File: src/rtl/fpu_norm_shift_128.sv
// Two-stage leading-one normaliser for 128-bit FPU mantissas.
// Define FPU_NORM_DENORM_CLAMP_EN to clamp the shift at EMIN (subnormal results).
module lzc_128 (
  input  logic [127:0] a_i,
  output logic [6:0]   idx_o,
  output logic         valid_o
);

  always_comb begin
    idx_o   = '0;
    valid_o = 1'b0;
    for (int i = 0; i < 128; i++) begin
      if (a_i[i]) begin
        idx_o   = 7'(i);
        valid_o = 1'b1;
      end
    end
  end

endmodule

module fpu_norm_shift_128 #(
  parameter int EXP_W = 16,
  parameter int EMIN  = -16382
) (
  input  logic             clk,
  input  logic             rst_n,
  input  logic             flush,
  input  logic             in_valid,
  output logic             in_ready,
  input  logic [127:0]     in_mant,
  input  logic [EXP_W-1:0] in_exp,
  input  logic             in_sign,
  output logic             out_valid,
  input  logic             out_ready,
  output logic [127:0]     out_mant,
  output logic [EXP_W-1:0] out_exp,
  output logic             out_sign,
  output logic             out_zero
);

`ifdef FPU_NORM_DENORM_CLAMP_EN
  localparam bit ClampEn = 1'b1;
`else
  localparam bit ClampEn = 1'b0;
`endif

  localparam logic signed [EXP_W:0] EMinX  = EMIN[EXP_W:0];
  localparam logic [6:0]            EMinLo = EMIN[6:0];

  logic             s1_valid_q, s1_valid_d;
  logic [127:0]     s1_mant_q;
  logic [EXP_W-1:0] s1_exp_q;
  logic             s1_sign_q;

  logic             s2_valid_q, s2_valid_d;
  logic [127:0]     s2_mant_q;
  logic [EXP_W-1:0] s2_exp_q;
  logic             s2_sign_q;
  logic             s2_zero_q;
  logic [6:0]       s2_shamt_q;

  logic s1_adv, s2_adv;
  logic s1_ld, s2_ld;

  logic [6:0] lz_idx;
  logic       lz_any;
  logic [6:0] shamt;
  logic [6:0] shamt_eff;
  logic [6:0] room;

  logic signed [EXP_W:0] exp_x;
  logic signed [EXP_W:0] diff_x;

  assign s2_adv   = ~s2_valid_q | out_ready;
  assign s1_adv   = ~s1_valid_q | s2_adv;
  assign in_ready = s1_adv;

  assign s1_ld = in_valid & in_ready & ~flush;
  assign s2_ld = s1_valid_q & s2_adv & ~flush;

  always_comb begin
    s1_valid_d = s1_valid_q;
    s2_valid_d = s2_valid_q;
    if (flush) begin
      s1_valid_d = 1'b0;
      s2_valid_d = 1'b0;
    end else begin
      if (s1_adv) s1_valid_d = in_valid;
      if (s2_adv) s2_valid_d = s1_valid_q;
    end
  end

  lzc_128 u_lzc (
    .a_i     (s1_mant_q),
    .idx_o   (lz_idx),
    .valid_o (lz_any)
  );

  assign shamt  = 7'd127 - lz_idx;
  assign exp_x  = {s1_exp_q[EXP_W-1], s1_exp_q};
  assign diff_x = exp_x - $signed({{(EXP_W-6){1'b0}}, shamt});
  // Low bits suffice: when clamping, exp - EMIN is below shamt <= 127.
  assign room   = s1_exp_q[6:0] - EMinLo;

  always_comb begin
    shamt_eff = shamt;
    if (ClampEn && (diff_x < EMinX)) begin
      shamt_eff = (exp_x > EMinX) ? room : 7'd0;
    end
  end

  always_ff @(posedge clk or negedge rst_n) begin
    if (!rst_n) begin
      s1_valid_q <= 1'b0;
      s1_mant_q  <= '0;
      s1_exp_q   <= '0;
      s1_sign_q  <= 1'b0;
    end else begin
      s1_valid_q <= s1_valid_d;
      if (s1_ld) begin
        s1_mant_q <= in_mant;
        s1_exp_q  <= in_exp;
        s1_sign_q <= in_sign;
      end
    end
  end

  // Zero entries register exp=0 and shamt=0 so the output needs no mux.
  always_ff @(posedge clk or negedge rst_n) begin
    if (!rst_n) begin
      s2_valid_q <= 1'b0;
      s2_mant_q  <= '0;
      s2_exp_q   <= '0;
      s2_sign_q  <= 1'b0;
      s2_zero_q  <= 1'b0;
      s2_shamt_q <= '0;
    end else begin
      s2_valid_q <= s2_valid_d;
      if (s2_ld) begin
        s2_mant_q  <= s1_mant_q;
        s2_exp_q   <= lz_any ? s1_exp_q : '0;
        s2_sign_q  <= s1_sign_q;
        s2_zero_q  <= ~lz_any;
        s2_shamt_q <= lz_any ? shamt_eff : 7'd0;
      end
    end
  end

  assign out_valid = s2_valid_q;
  assign out_mant  = s2_mant_q << s2_shamt_q;
  assign out_exp   = s2_exp_q - {{(EXP_W-7){1'b0}}, s2_shamt_q};
  assign out_sign  = s2_sign_q;
  assign out_zero  = s2_zero_q;

endmodule
File: config.mk
export PLATFORM = sky130hd
export DESIGN_NAME = fpu_norm_shift_128
export DESIGN_NICKNAME = d
export VERILOG_FILES = /design/src/rtl/fpu_norm_shift_128.sv
export SDC_FILE = /design/constraint.sdc
export NUM_CORES = 1
export LEC_CHECK = 0
export BUFFER_PORTS_ARGS = -buffer_cell sky130_fd_sc_hd__buf_4
export CORE_MARGIN = 2
export CORE_UTILIZATION = 25
export CTS_CLUSTER_SIZE = 14
export DETAILED_ROUTE_END_ITERATION = 12
export GPL_ROUTABILITY_DRIVEN = 0
export PLACE_DENSITY = 0.41
export SLEW_MARGIN = 15
export SYNTH_ARGS = -nofsm -noshare
export SYNTH_HDL_FRONTEND = slang
export SYNTH_SLANG_ARGS = --single-unit
File: constraint.sdc
create_clock -name clk -period 4.3 [get_ports clk]
set_input_delay 0.86 -clock clk [delete_from_list [all_inputs] [get_ports clk]]
set_output_delay 0.86 -clock clk [all_outputs]
set_load 0.005 [all_outputs]
==> run metrics <==
CP top delay family=multiplexers; Total Routing Usage GR=20.12%; initial core utilization=25.22%; reg2reg end=s2_shamt_q[0]$_DFFE_PN0P_; Crit-path slowest cell=dfrtp_4; share of the synthesized area in the top cell type=34.31%; status=complete, no violations; DR iter-0 viols=1954; Clock Latency Late Sink=0.56 ns; cell count of the worst reg-to-reg path=8; initial antenna violation count=8; Layout Cells excl Fill=3817; DRC=0; CP required=3.44 ns; via count=20376; TritonCTS Buffers=35; flop-to-flop setup slack=1.14 ns; Max Root-Sink Buffers=3; Worst path depth=10; Synth Cell Area=21880 sq um; Fin. Hold Viols=0; Die ar.=89910 sq um; Post-DRT Antenna Nets=0; Tightest Pin Transition=0.9540 ns; HPWL after DPL=72760 um; Synth async-reset ratio=100.0%; die width=299.8 um; Die Y=299.8 um; crit path from=s2_shamt_q[1]$_DFFE_PN0P_; fin crit period=4.262 ns; number of buffers and inverters on the critical path=3; Final Setup Violations=0; Cells after Synth=2339; IO Pins=298; Worst Setup Start Kind=flop; Max-Cap Viols=0; Cells after DPL=3737; Post-synth EDFFs=0; most area-consuming cells after synthesis=dfrtp_1, mux4_2, mux2_2, nand2_1, mux2i_1; cell mode on critical path=buf_4; Syn Area/Cell=9.355 sq um; Netlist cell types=76; hold-fix buffers at CTS=0; Seq/Total Area, Yosys=34.31%; fin crit share=99.11%; crit-path cells=bufbuf_16 > mux4_2 > mux2_2 > mux2i_2 > buf_4 > mux2i_1 > nor2_1 > a21oi_1 > a211o_1 > buf_4; WS Path Type=flop to output port; clock-pin slew on the worst setup and hold paths=0.06 ns; Worst R2R Start=s1_mant_q[16]$_DFFE_PN0P_; Area growth, synth to finish=26.49%; Mapped Nets=2497; CTS root buf=clkbuf_16; crit end category=output port; Lkg Pwr=12.22 nW; Hold WC Path Type=primary input to asynchronous set/reset pin; biggest area consumer among synthesized cells=dfrtp_1; max-slew violation count=0; clock tree from TritonCTS=built; crit path to=out_mant[120]; ys flop type=dfrtp_1; worst vdd ir=0.2739 mV; Cell Pwr Density=578.1 nW/um^2; largest net degree at the start of global routing=172; crit-path max FO=33; Synth warnings=0; final WL=93110 um; routed len/inst=24.39 um; Avg Vias per Cell=5.338; area of the core=86750 sq um; Largest stage delay, worst path=0.55 ns; Pre-antenna DRT Iters=5; grt ovf=0; layout cells sized above 1=34.39%; Fin Hold WS=0.3635 ns; H-Tree Level Count=2; f_max=234.6 MHz; first-pass GRT wire length=137700 um; num rows=108; clock skew=0.02169 ns; slew margin rel.=36.40%; Port-buffer cells=297; Final nets=2791; RSZ-0062 raised after global routing=yes; vias in the first global route=20180; Final Util=31.90%; CP arrival=3.40 ns; flops & latches, synth=300; Clock Sinks=300
-- cells in the mapped netlist (5+ instances only) --
cell type / number
nand2_1: 570
dfrtp_1: 300
mux2_2: 214
nor2_1: 210
mux2i_1: 131
mux4_2: 125
clkbuf_1: 109
o21ai_0: 93
o22ai_1: 53
nor3_1: 39
nor4_1: 39
a21oi_1: 37
o22a_1: 35
inv_1: 32
buf_1: 22
buf_2: 22
or4_1: 22
a211oi_1: 16
a31oi_1: 16
nand3_1: 16
a22o_1: 15
o21ai_1: 15
a211o_1: 14
nand2b_1: 14
and2_1: 13
o211ai_1: 13
o31ai_1: 13
o221ai_1: 9
a221o_1: 8
buf_6: 8
nor2b_1: 8
ha_1: 7
xor2_1: 7
o21a_1: 6
o311ai_0: 6
or3_1: 5
-- worst reg2reg max path: stages (launching register included) --
cell and delay, ns:
dfrtp_1 0.45, nor4_1 0.74, nand4_1 0.31, nor4_1 0.37
buf_4 0.19, a41oi_2 0.26, and4_1 0.29, o2111ai_1 0.12
nand3_1 0.23
-- worst min path at each step --
stage / endpoint / cells past startpoint
global placement: out_sign$_DFFE_PN0P_ / 2
CTS: s1_valid_q$_DFFE_PN0P_ / 1
floorplan: out_sign$_DFFE_PN0P_ / 2
detailed placement: out_sign$_DFFE_PN0P_ / 2
finish: s1_valid_q$_DFFE_PN0P_ / 1
global route: s1_valid_q$_DFFE_PN0P_ / 1
-- final cells by class --
cell class	instances	area, sq um
Antenna cell	4	10.01
Clock buffer	49	1030
Clock inverter	13	146.4
Fill cell	9111	59080
Inverter	35	143.9
Multi-Input combinational cell	1837	13850
Sequential cell	300	7520
Tap cell	1155	1445
Timing Repair Buffer	424	3533
-- flip-flops by register name, summed over array words and instances, names as in the netlist --
| register | count |
|---|---|
| s2_shamt_q | 7 |
| s2_exp_q | 16 |
| s1_exp_q | 16 |
| out_valid | 1 |
| out_zero | 1 |
| s2_mant_q | 128 |
| out_sign | 1 |
| s1_mant_q | 128 |
| s1_sign_q | 1 |
| s1_valid_q | 1 |
-- cells in the final DEF (no fill, tap or decap), types with 9 or more instances in the layout --
cell	synthesis	final
nand2_1	570	569
buf_4	3	396
dfrtp_1	300	294
mux2_2	214	213
nor2_1	210	207
mux4_2	125	125
mux2i_1	131	90
o21ai_0	93	82
o22ai_1	53	52
nor3_1	39	39
nor4_1	39	39
clkbuf_16	0	38
a21oi_1	37	35
mux2i_2	2	34
o22a_1	35	32
inv_1	32	30
or4_1	22	22
o21ai_1	15	17
nand3_1	16	16
a31oi_1	16	15
a22o_1	15	15
nand2b_1	14	14
a211o_1	14	14
buf_12	1	14
o211ai_1	13	13
a211oi_1	16	13
and2_1	13	13
o31ai_1	13	13
mux2i_4	2	11
o21ai_2	0	9
-- layer usage --
metal | global-route usage [%] | share of wire (%) | vias up
met4 | 7.262 | 3.7 | 10
met2 | 29.85 | 43 | 920
met1 | 29.15 | 47 | 10104
met3 | 3.584 | 6.9 | 162
met5 | 0 | 0.071 | -
li1 | - | - | 9180
-- report_power, final --
part	switching [mW]	internal, mW
registers	0.849	3.35
logic	4.61	4.11
clock network	1.27	1.81
-- repair_timing --
item,CTS,global route
endpoints found under the setup margin,89,64
buffers inserted,7,3
pin swaps,2,8
gates cloned,2,2
gates resized for setup,47,64
-- through the flow --
stage | power, mW | setup WS, ns | TNS [ns] | cell area (sq um)
after floorplan | 8.390 | 0.5486 | 0 | 21880
after global placement | 12.31 | 0.2024 | 0 | 25840
after detailed placement | 12.36 | 0.2460 | 0 | 25840
after CTS | 15.79 | -0.03178 | -0.07561 | 27330
after global routing | 16.84 | -0.01886 | -0.07371 | 27670
final | 16.00 | 0.03814 | 0 | 27680
-- kinds of logic after synthesis --
logic type	synth area share [%]
and+or+nand+nor	18.26
muxes	30.27
AOI/OAI and AO/OA	12.17
DFF	34.31
buffers and inverters	4.094
xor gates and xnor gates	0.4003
adders and majority gates	0.4918
Note: power is estimated with default switching activity, not from simulation.
